===== config.mk =====
export PLATFORM = sky130hd
export DESIGN_NAME = octave_tone_gen
export DESIGN_NICKNAME = d
export VERILOG_FILES = /design/src/rtl/octave_tone_pkg.sv /design/src/rtl/octave_tone_gen_tone_channel.sv /design/src/rtl/octave_tone_gen.sv
export SDC_FILE = /design/constraint.sdc
export NUM_CORES = 1
export LEC_CHECK = 0
export ABC_AREA = 1
export BUFFER_PORTS_ARGS = -buffer_cell sky130_fd_sc_hd__buf_2
export CAP_MARGIN = 20
export CORE_MARGIN = 3
export CORE_UTILIZATION = 62
export DETAILED_ROUTE_END_ITERATION = 8
export PLACE_DENSITY = 0.83
export SYNTH_ARGS = -nofsm -noshare
export SYNTH_HDL_FRONTEND = slang
export SYNTH_SLANG_ARGS = --single-unit

===== constraint.sdc =====
create_clock -name clk -period 10.8 [get_ports clk]
set_input_delay 0.54 -clock clk [delete_from_list [all_inputs] [get_ports clk]]
set_output_delay 0.54 -clock clk [all_outputs]
set_load 0.05 [all_outputs]

===== src/rtl/octave_tone_pkg.sv =====
// Shared constants and helpers for octave_tone_gen.
//   BASE_DIV   : middle-octave full-period dividers for a 10 MHz clock
//   OCT_W      : width of the octave index
//   oct_evt_e  : decoded button event for the octave state machine
//   shift_div  : octave-shift a divider, saturating to all-ones on overflow
package octave_tone_pkg;

  localparam int OCT_W = 3;

  localparam int BASE_DIV [0:11] = '{38222, 36077, 34052, 32141, 30337, 28635,
                                     27027, 25511, 24079, 22727, 21452, 20248};

  typedef enum logic [1:0] {EV_NONE, EV_UP, EV_DOWN} oct_evt_e;

  // s >= 0 lowers the pitch request into a smaller divider (higher note);
  // s < 0 multiplies the divider and clamps if it no longer fits in w bits.
  function automatic logic [31:0] shift_div(input logic [31:0] base, input int s,
                                            input int w);
    logic [31:0] lim;
    logic [31:0] v;
    lim = (w >= 32) ? '1 : ((32'd1 << w) - 32'd1);
    if (s >= 0) begin
      v = base >> s;
    end else begin
      v = base << (-s);
      if (((v >> (-s)) != base) || (v > lim)) v = lim;
    end
    return v;
  endfunction

endpackage


===== src/rtl/octave_tone_gen_tone_channel.sv =====
// One voice: half-period counter, toggle flop and gate.
//   clk, nrst : clock, synchronous active-low reset
//   en_i      : 1 = run; 0 clears counter and forces tone low
//   div_i     : full-period divider; tone period is 2*(div_i>>1) cycles
//   tone_o    : square-wave output (held low when div_i < 2)
module tone_channel #(
  parameter int DIV_W = 18
) (
  input  logic             clk,
  input  logic             nrst,
  input  logic             en_i,
  input  logic [DIV_W-1:0] div_i,
  output logic             tone_o
);

  logic [DIV_W-1:0] half;
  logic [DIV_W-1:0] cnt_q;
  logic             tone_q;

  assign half   = div_i >> 1;
  assign tone_o = tone_q;

  always_ff @(posedge clk) begin
    if (!nrst) begin
      cnt_q  <= '0;
      tone_q <= 1'b0;
    end else if (!en_i || (half == '0)) begin
      cnt_q  <= '0;
      tone_q <= 1'b0;
    end else if (cnt_q == half - DIV_W'(1)) begin
      cnt_q  <= '0;
      tone_q <= ~tone_q;
    end else begin
      cnt_q <= cnt_q + DIV_W'(1);
    end
  end

endmodule


===== src/rtl/octave_tone_gen.sv =====
// Octave-switchable multi-voice tone generator.
//   clk, nrst               : clock (10 MHz), synchronous active-low reset
//   octave_up, octave_down  : debounced button levels, edge-detected here
//   key_en[NUM_VOICES]      : per-voice gate
//   octave                  : current octave index (0 = lowest)
//   changed                 : one-cycle pulse when octave actually changes
//   div                     : per-voice divider, voice i at [i*DIV_W +: DIV_W]
//   tone[NUM_VOICES]        : per-voice square wave
// Build option: define OCTAVE_WRAP_EN to make the octave wrap at both ends
// instead of saturating.
module octave_tone_gen
  import octave_tone_pkg::*;
#(
  parameter int NUM_VOICES = 12,
  parameter int DIV_W      = 18,
  parameter int OCT_LEVELS = 5,
  parameter int OCT_MID    = 2
) (
  input  logic                        clk,
  input  logic                        nrst,
  input  logic                        octave_up,
  input  logic                        octave_down,
  input  logic [NUM_VOICES-1:0]       key_en,
  output logic [2:0]                  octave,
  output logic                        changed,
  output logic [NUM_VOICES*DIV_W-1:0] div,
  output logic [NUM_VOICES-1:0]       tone
);

  localparam logic [OCT_W-1:0] OCT_TOP = OCT_W'(OCT_LEVELS - 1);
  localparam logic [OCT_W-1:0] OCT_RST = OCT_W'(OCT_MID);

  logic                                up_q, down_q;
  logic                                up_evt, down_evt;
  oct_evt_e                            evt;
  logic [OCT_W-1:0]                    oct_q, oct_d, div_oct;
  logic                                chg_q, chg_d;
  logic [NUM_VOICES-1:0][DIV_W-1:0]    div_q, div_d;

  assign up_evt   = octave_up & ~up_q;
  assign down_evt = octave_down & ~down_q;

  // Octave next-state: simultaneous events cancel.
  always_comb begin
    evt   = EV_NONE;
    oct_d = oct_q;
    if (up_evt && !down_evt)      evt = EV_UP;
    else if (down_evt && !up_evt) evt = EV_DOWN;
    case (evt)
      EV_UP: begin
        if (oct_q != OCT_TOP) oct_d = oct_q + OCT_W'(1);
`ifdef OCTAVE_WRAP_EN
        else                  oct_d = '0;
`endif
      end
      EV_DOWN: begin
        if (oct_q != '0) oct_d = oct_q - OCT_W'(1);
`ifdef OCTAVE_WRAP_EN
        else             oct_d = OCT_TOP;
`endif
      end
      default: ;
    endcase
    chg_d = (oct_d != oct_q);
  end

  always_ff @(posedge clk) begin
    if (!nrst) begin
      up_q   <= 1'b0;
      down_q <= 1'b0;
      oct_q  <= OCT_RST;
      chg_q  <= 1'b0;
    end else begin
      up_q   <= octave_up;
      down_q <= octave_down;
      oct_q  <= oct_d;
      chg_q  <= chg_d;
    end
  end

  // Dividers track the octave being loaded this edge, so on the changed
  // cycle div already holds the new period.
  assign div_oct = nrst ? oct_d : OCT_RST;

  always_ff @(posedge clk) div_q <= div_d;

  genvar v;
  generate
    for (v = 0; v < NUM_VOICES; v++) begin : g_voice
      localparam int NOTE    = v % 12;
      localparam int OCT_OFF = v / 12;

      assign div_d[v] = DIV_W'(shift_div(32'(BASE_DIV[NOTE]),
                                         int'(div_oct) - OCT_MID + OCT_OFF, DIV_W));
      assign div[v*DIV_W +: DIV_W] = div_q[v];

      tone_channel #(.DIV_W(DIV_W)) u_ch (
        .clk   (clk),
        .nrst  (nrst),
        .en_i  (key_en[v] & ~chg_q),
        .div_i (div_q[v]),
        .tone_o(tone[v])
      );
    end
  endgenerate

  assign octave  = oct_q;
  assign changed = chg_q;

endmodule


-- Word-level counts from Yosys, hierarchy flattened
Cells that the tools add are included.
Widths: inputs -> output; s select.
- register bits: 450
- output and inout bits: 232
- logic and storage cells: 282
- magnitude comparators: 13
- shift-type cells: 36
- reductions and logical operators: 77
- equal/unequal tests: 28
- add/subtract/negate cells: 28
- muxes and demuxes: 30
- bitwise logic cells: 30
- operators by type and width (operator ; count):
    $mux 18 ; 24
    $gt 32x18->1 const B ; 12
    $shr 32x32->32 ; 12
    $ne 32x15->1 const B ; 9
    $shl 15x32->32 const A ; 9
    $shr 15x32->18 const A ; 9
    $add 18x1->18 const B ; 12
    $eq 18x18->1 ; 12
    $logic_not 18->1 ; 12
    $sub 17x1->18 const B ; 12
    $ne 32x16->1 const B ; 3
    $shl 16x32->32 const A ; 3
    $shr 16x32->18 const A ; 3
    $reduce_or 3->1 ; 12
    $neg 4->32 ; 1
    $logic_or 1x1->1 ; 24
    $reduce_or 2->1 ; 12
    $not 1->1 ; 16
    $and 1x1->1 ; 14
    $logic_not 1->1 ; 14
    $mux 3 ; 3
    $pmux 3 s2 ; 1
    $ge 4x1->1 const B ; 1
    $mux 2 ; 2
    9 further kinds ; 10

-- Depth between registers and ports, before layout
- depth after elaboration: 17
- mapped depth: 27
- mapped depth without buffers: 26

-- By module
Synthesis repeated with hierarchy kept, for this count alone.
- cell total of the unflattened synthesis: 4126
- area, all modules: 26553.0 um2
- modules (own cells, without submodules) (module ; cells each ; times used ; sequential area each (um2) ; area an instance (um2)):
    tone_channel (g_voice[0].u_ch ...) ; 281 ; 11 ; 380.4 ; 1640.3
    octave_tone_gen ; 759 ; 1 ; 4144.0 ; 6922.9
    tone_channel (g_voice[9].u_ch) ; 276 ; 1 ; 380.4 ; 1586.5

-- Least setup slack after synthesis
Ideal clock, no wire load.
- path kind: reg2reg
- from: reg oct_q[1], in the netlist octave[1]
- to: reg div_q (netlist bit div[32])
- period minus slack after synthesis: 4.102 ns
- required time: 10.682 ns
- setup time: 0.118 ns
- arrival: 3.984 ns
- setup slack: 6.698 ns
- cell stages (with the launch flop): 24
- cell sequence: dfxtp_1 inv_1 ha_1 a21oi_2 a21oi_1 o21ai_1 a21oi_2 inv_2 nor2_8 inv_1 ha_1 inv_1 fa_1 nor3_2 inv_1 nor2_1 inv_1 nor2_4 inv_2 nand2_4 nor2_2 inv_2 buf_4 nand2_1
- RTL lines (element ; line ; RTL):
    from (decl) ; octave_tone_gen.sv:36 ; logic [OCT_W-1:0] oct_q, oct_d, div_oct;
    from (signal assigned) ; octave_tone_gen.sv:76 ; oct_q <= oct_d;
    to (signal assigned) ; octave_tone_gen.sv:85 ; always_ff @(posedge clk) div_q <= div_d;
    to (decl) ; octave_tone_gen.sv:38 ; logic [NUM_VOICES-1:0][DIV_W-1:0] div_q, div_d;

==> results.md <==
- Cell types occupying the most area after synthesis: sky130_fd_sc_hd__dfxtp_1 35%, sky130_fd_sc_hd__nand2_1 16%, sky130_fd_sc_hd__nor2_1 9.1%
- Relative slew margins: 21.24%
- Synthesized instance count: 3780
- TritonCTS clock tree: built
- Post-synth top area share: 35.09%
- Critical path's largest stage delay: 940 ps
- Setup TNS: 0 ps
- Die height: 208.3 um
- Reg2reg end: div[194]
- Setup slack on the worst flop-to-flop path: 5640 ps
- Share of synthesized registers carrying an async set or reset: 0%
- Global-route track usage on met2: 54.41%
- Cell family contributing the most delay on the critical path: simple AND/OR/NAND/NOR gates
- Most common flop cell mapped by yosys: sky130_fd_sc_hd__dfxtp_1
- Min-delay src: octave_up
- Total buffers and inverters traversed by the critical path: 2
- Post-synthesis register bit count: 445
- Synth area leader: sky130_fd_sc_hd__dfxtp_1
- TritonRoute pass-1 iters: 6
- Reg-to-Reg Start: octave[1]
- Count of final max-slew check failures: 0
- GR Layer Usage met3: 5.654%
- Worst Hold Path Cells: 3
- # rows: 73
- Core occupancy in the finished layout: 71.10%
- Vias per inst: 5.463
- Number of placed instances, taps included: 4495
- Most common cell in the netlist: sky130_fd_sc_hd__nand2_1
- Die Area: 0.04341 mm2
- Synthesized net count: 3850
- Area growth from synthesis to final layout: 12.30%
- Wire length of the first global-routing pass: 120200 um
- End point of the worst hold path: up_q
- Library cell appearing most often on the critical path: sky130_fd_sc_hd__nand2_1
- Final WL: 76180 um
- Share of the clock period used by the worst path after layout: 47.79%
- Remaining number of nets flagged by the antenna check after routing: 0
- Number of antenna violations at the first check in global routing: 0
- Fin Clk Skew: 20.29 ps
- Total of buffers placed on input and output ports: 247
- Sequential element share of the synthesized area: 35.09%
- Total CTS buffers: 47
- Clock latency on the worst-skew pair: 590 ps
- Slew at the pin closest to its max-slew limit: 1177 ps
- Outcome: finished, final reports clean
- Power density over the cells: 237.8 mW/mm2
- Number of distinct library cell variants in the gate-level netlist after synthesis: 55
- Highest net fanout along the worst path: 15
- Filler instances: 3495
- Clock-pin slew of the registers on the worst-case setup and hold paths: 70 ps
- Cell-by-cell listing of the critical path: inv_1, ha_1, a21oi_2, nand2_1, nand3_1, o21ai_0, nor2_4, inv_1, ha_1, nand2_1, nor2_1, nand2_1, nand2_1
- Number of antenna repair diodes: 0
- Time the final worst path needs with I/O delays and setup: 5161 ps
- Req. time, crit path: 11300 ps
- Fraction of final layout cells sized beyond drive strength 1: 12.01%
- Count of yosys warnings during synthesis: 0
- R2R cell count: 13
- Clock sink total: 445
- Crit path capture type: flip-flop
- Wire length per cell after detailed routing: 16.64 um
- Count of final hold-check violations: 0
- Category of the critical setup timing path: flip-flop to flip-flop
- Maximum number of buffers from clock root to sink: 3
- Number of global-route vias before repair: 22800
- Number of setup buffers added after CTS: 0
- Crit path DAT: 5660 ps
- Number of I/O pins: 248
- GR Util met1: 45.98%
- Setup repair after global routing missed its margin: false
- Average size of a mapped cell: 6.716 um2
- Design Power: 0.006778 W
- Routability Congestion: 0.9937
- Final Instance Count excl. Fillers: 4579
- Total number of vias: 25020
- Peak-usage layer in the global routing report: met2
- Hold buffer count at cts: 0
- Chip Width: 208.3 um
- Setup violation total in the final timing report: 0
- Leakage power figure: 12.88 nW
- Initial core utilization: 63.31%
- Mapped Area: 0.02539 mm2
- Slowest stage cell, crit path: sky130_fd_sc_hd__nor2_1
- Number of enable flip-flop cells after synthesis: 0
- MaxCap Viol Count: 0
- Class of the worst hold path: input pin to flip-flop
- Maximum ir drop on the vdd rail: 0.1746 mV
- 1st-iter DRT viols: 2442
- Fmax achieved: 0.1938 GHz
- Total overflow reported by the global router: 0
- Startpoint Class: flip-flop
- Root Buffer Master: sky130_fd_sc_hd__clkbuf_16
- Largest net degree at the start of global routing: 42
- NumNets Final: 4089
- Area of the core region: 0.04010 mm2
- Resized cells post-CTS: 0
- Half-perimeter wire length after placement: 58640 um
- # DRC: 0
- Most frequent cells after synthesis: 1059 x sky130_fd_sc_hd__nand2_1, 616 x sky130_fd_sc_hd__nor2_1, 465 x sky130_fd_sc_hd__inv_1
- Global-route total usage across every layer: 33.97%
- H-tree levels: 2
-- metrics by stage --
step	hold slack (ps)	area, um2	setup WS (ps)
6_report	153.8	28510	5639
5_1_grt	173.7	28510	5383
4_1_cts	134.1	28510	5882
3_5_place_dp	462.6	26870	5855
3_3_place_gp	454.3	26870	6014
2_1_floorplan	436.9	25390	6698
-- kinds of logic after synthesis --
logic type / synth area share [%]
AOI/OAI and AO/OA: 4.401
buffers and inverters: 8.724
and+or+nand+nor: 39.69
DFF: 35.09
adders and majority gates: 2.691
xor gates and xnor gates: 9.404
-- registers in the layout, indices dropped and copies added, names as in the netlist --
signal,cells
changed,1
div,211
down_q,1
g_voice.u_ch.cnt_q,216
g_voice.u_ch.tone_o,12
octave,3
up_q,1
-- worst max path at each step --
stage                          from       end  slack [ps]  cells past startpoint
after CTS                 octave[1]  div[194]        5880                     13
after global routing      octave[1]  div[194]        5380                     13
after global placement    octave_up   div[29]        6010                     19
after floorplan           octave[1]   div[32]        6700                     23
after detailed placement  octave_up  div[194]        5850                     14
final                     octave[1]  div[194]        5640                     13
-- worst reg2reg max path, delay by kind of cell, from the launching register on --
family / cells / cell delay, ps
and+or+nand+nor: 7 / 2700
adders and majority gates: 2 / 1020
AOI/OAI and AO/OA: 2 / 440
DFF: 1 / 500
buffers and inverters: 2 / 420
-- layer usage --
layer	part of all wire, %	vias to the layer above
met5	0	-
met4	4.3	0
met3	9.7	218
met2	44	1127
met1	42	11380
li1	-	12300
-- cell usage in the layout, fill, tap and decap left out, types with 53 or more instances in the layout --
cell / synthesis / final
sky130_fd_sc_hd__inv_1: 465 / 464
sky130_fd_sc_hd__a21oi_1: 65 / 65
sky130_fd_sc_hd__nor2_1: 616 / 616
sky130_fd_sc_hd__o21ai_0: 94 / 92
sky130_fd_sc_hd__ha_1: 53 / 53
sky130_fd_sc_hd__xor2_1: 171 / 171
sky130_fd_sc_hd__nand3_1: 298 / 298
sky130_fd_sc_hd__buf_2: 11 / 247
sky130_fd_sc_hd__dfxtp_1: 445 / 445
sky130_fd_sc_hd__xnor2_1: 73 / 73
sky130_fd_sc_hd__nand2_1: 1059 / 1059
sky130_fd_sc_hd__nand4_1: 73 / 73
-- cell type report --
class                           instances  area, um2  area share [%]
Inverter                              475       1783           6.254
Clock buffer                           59       1324           4.644
Tap cell                              525      656.9           2.304
Clock inverter                         25      314.1           1.102
Sequential cell                       445       8909           31.25
Multi-Input combinational cell       2800      14260           50.03
Timing Repair Buffer                  250       1259           4.415
-- report_power, final --
group / switching (W) / internal (W) / total, W
sequential: 0.000499 / 0.00190 / 0.00239
combinational: 0.00198 / 0.000678 / 0.00266
clock: 0.000706 / 0.00102 / 0.00172
total: 0.00319 / 0.00359 / 0.00678
Power figures use the tool's default switching activity.
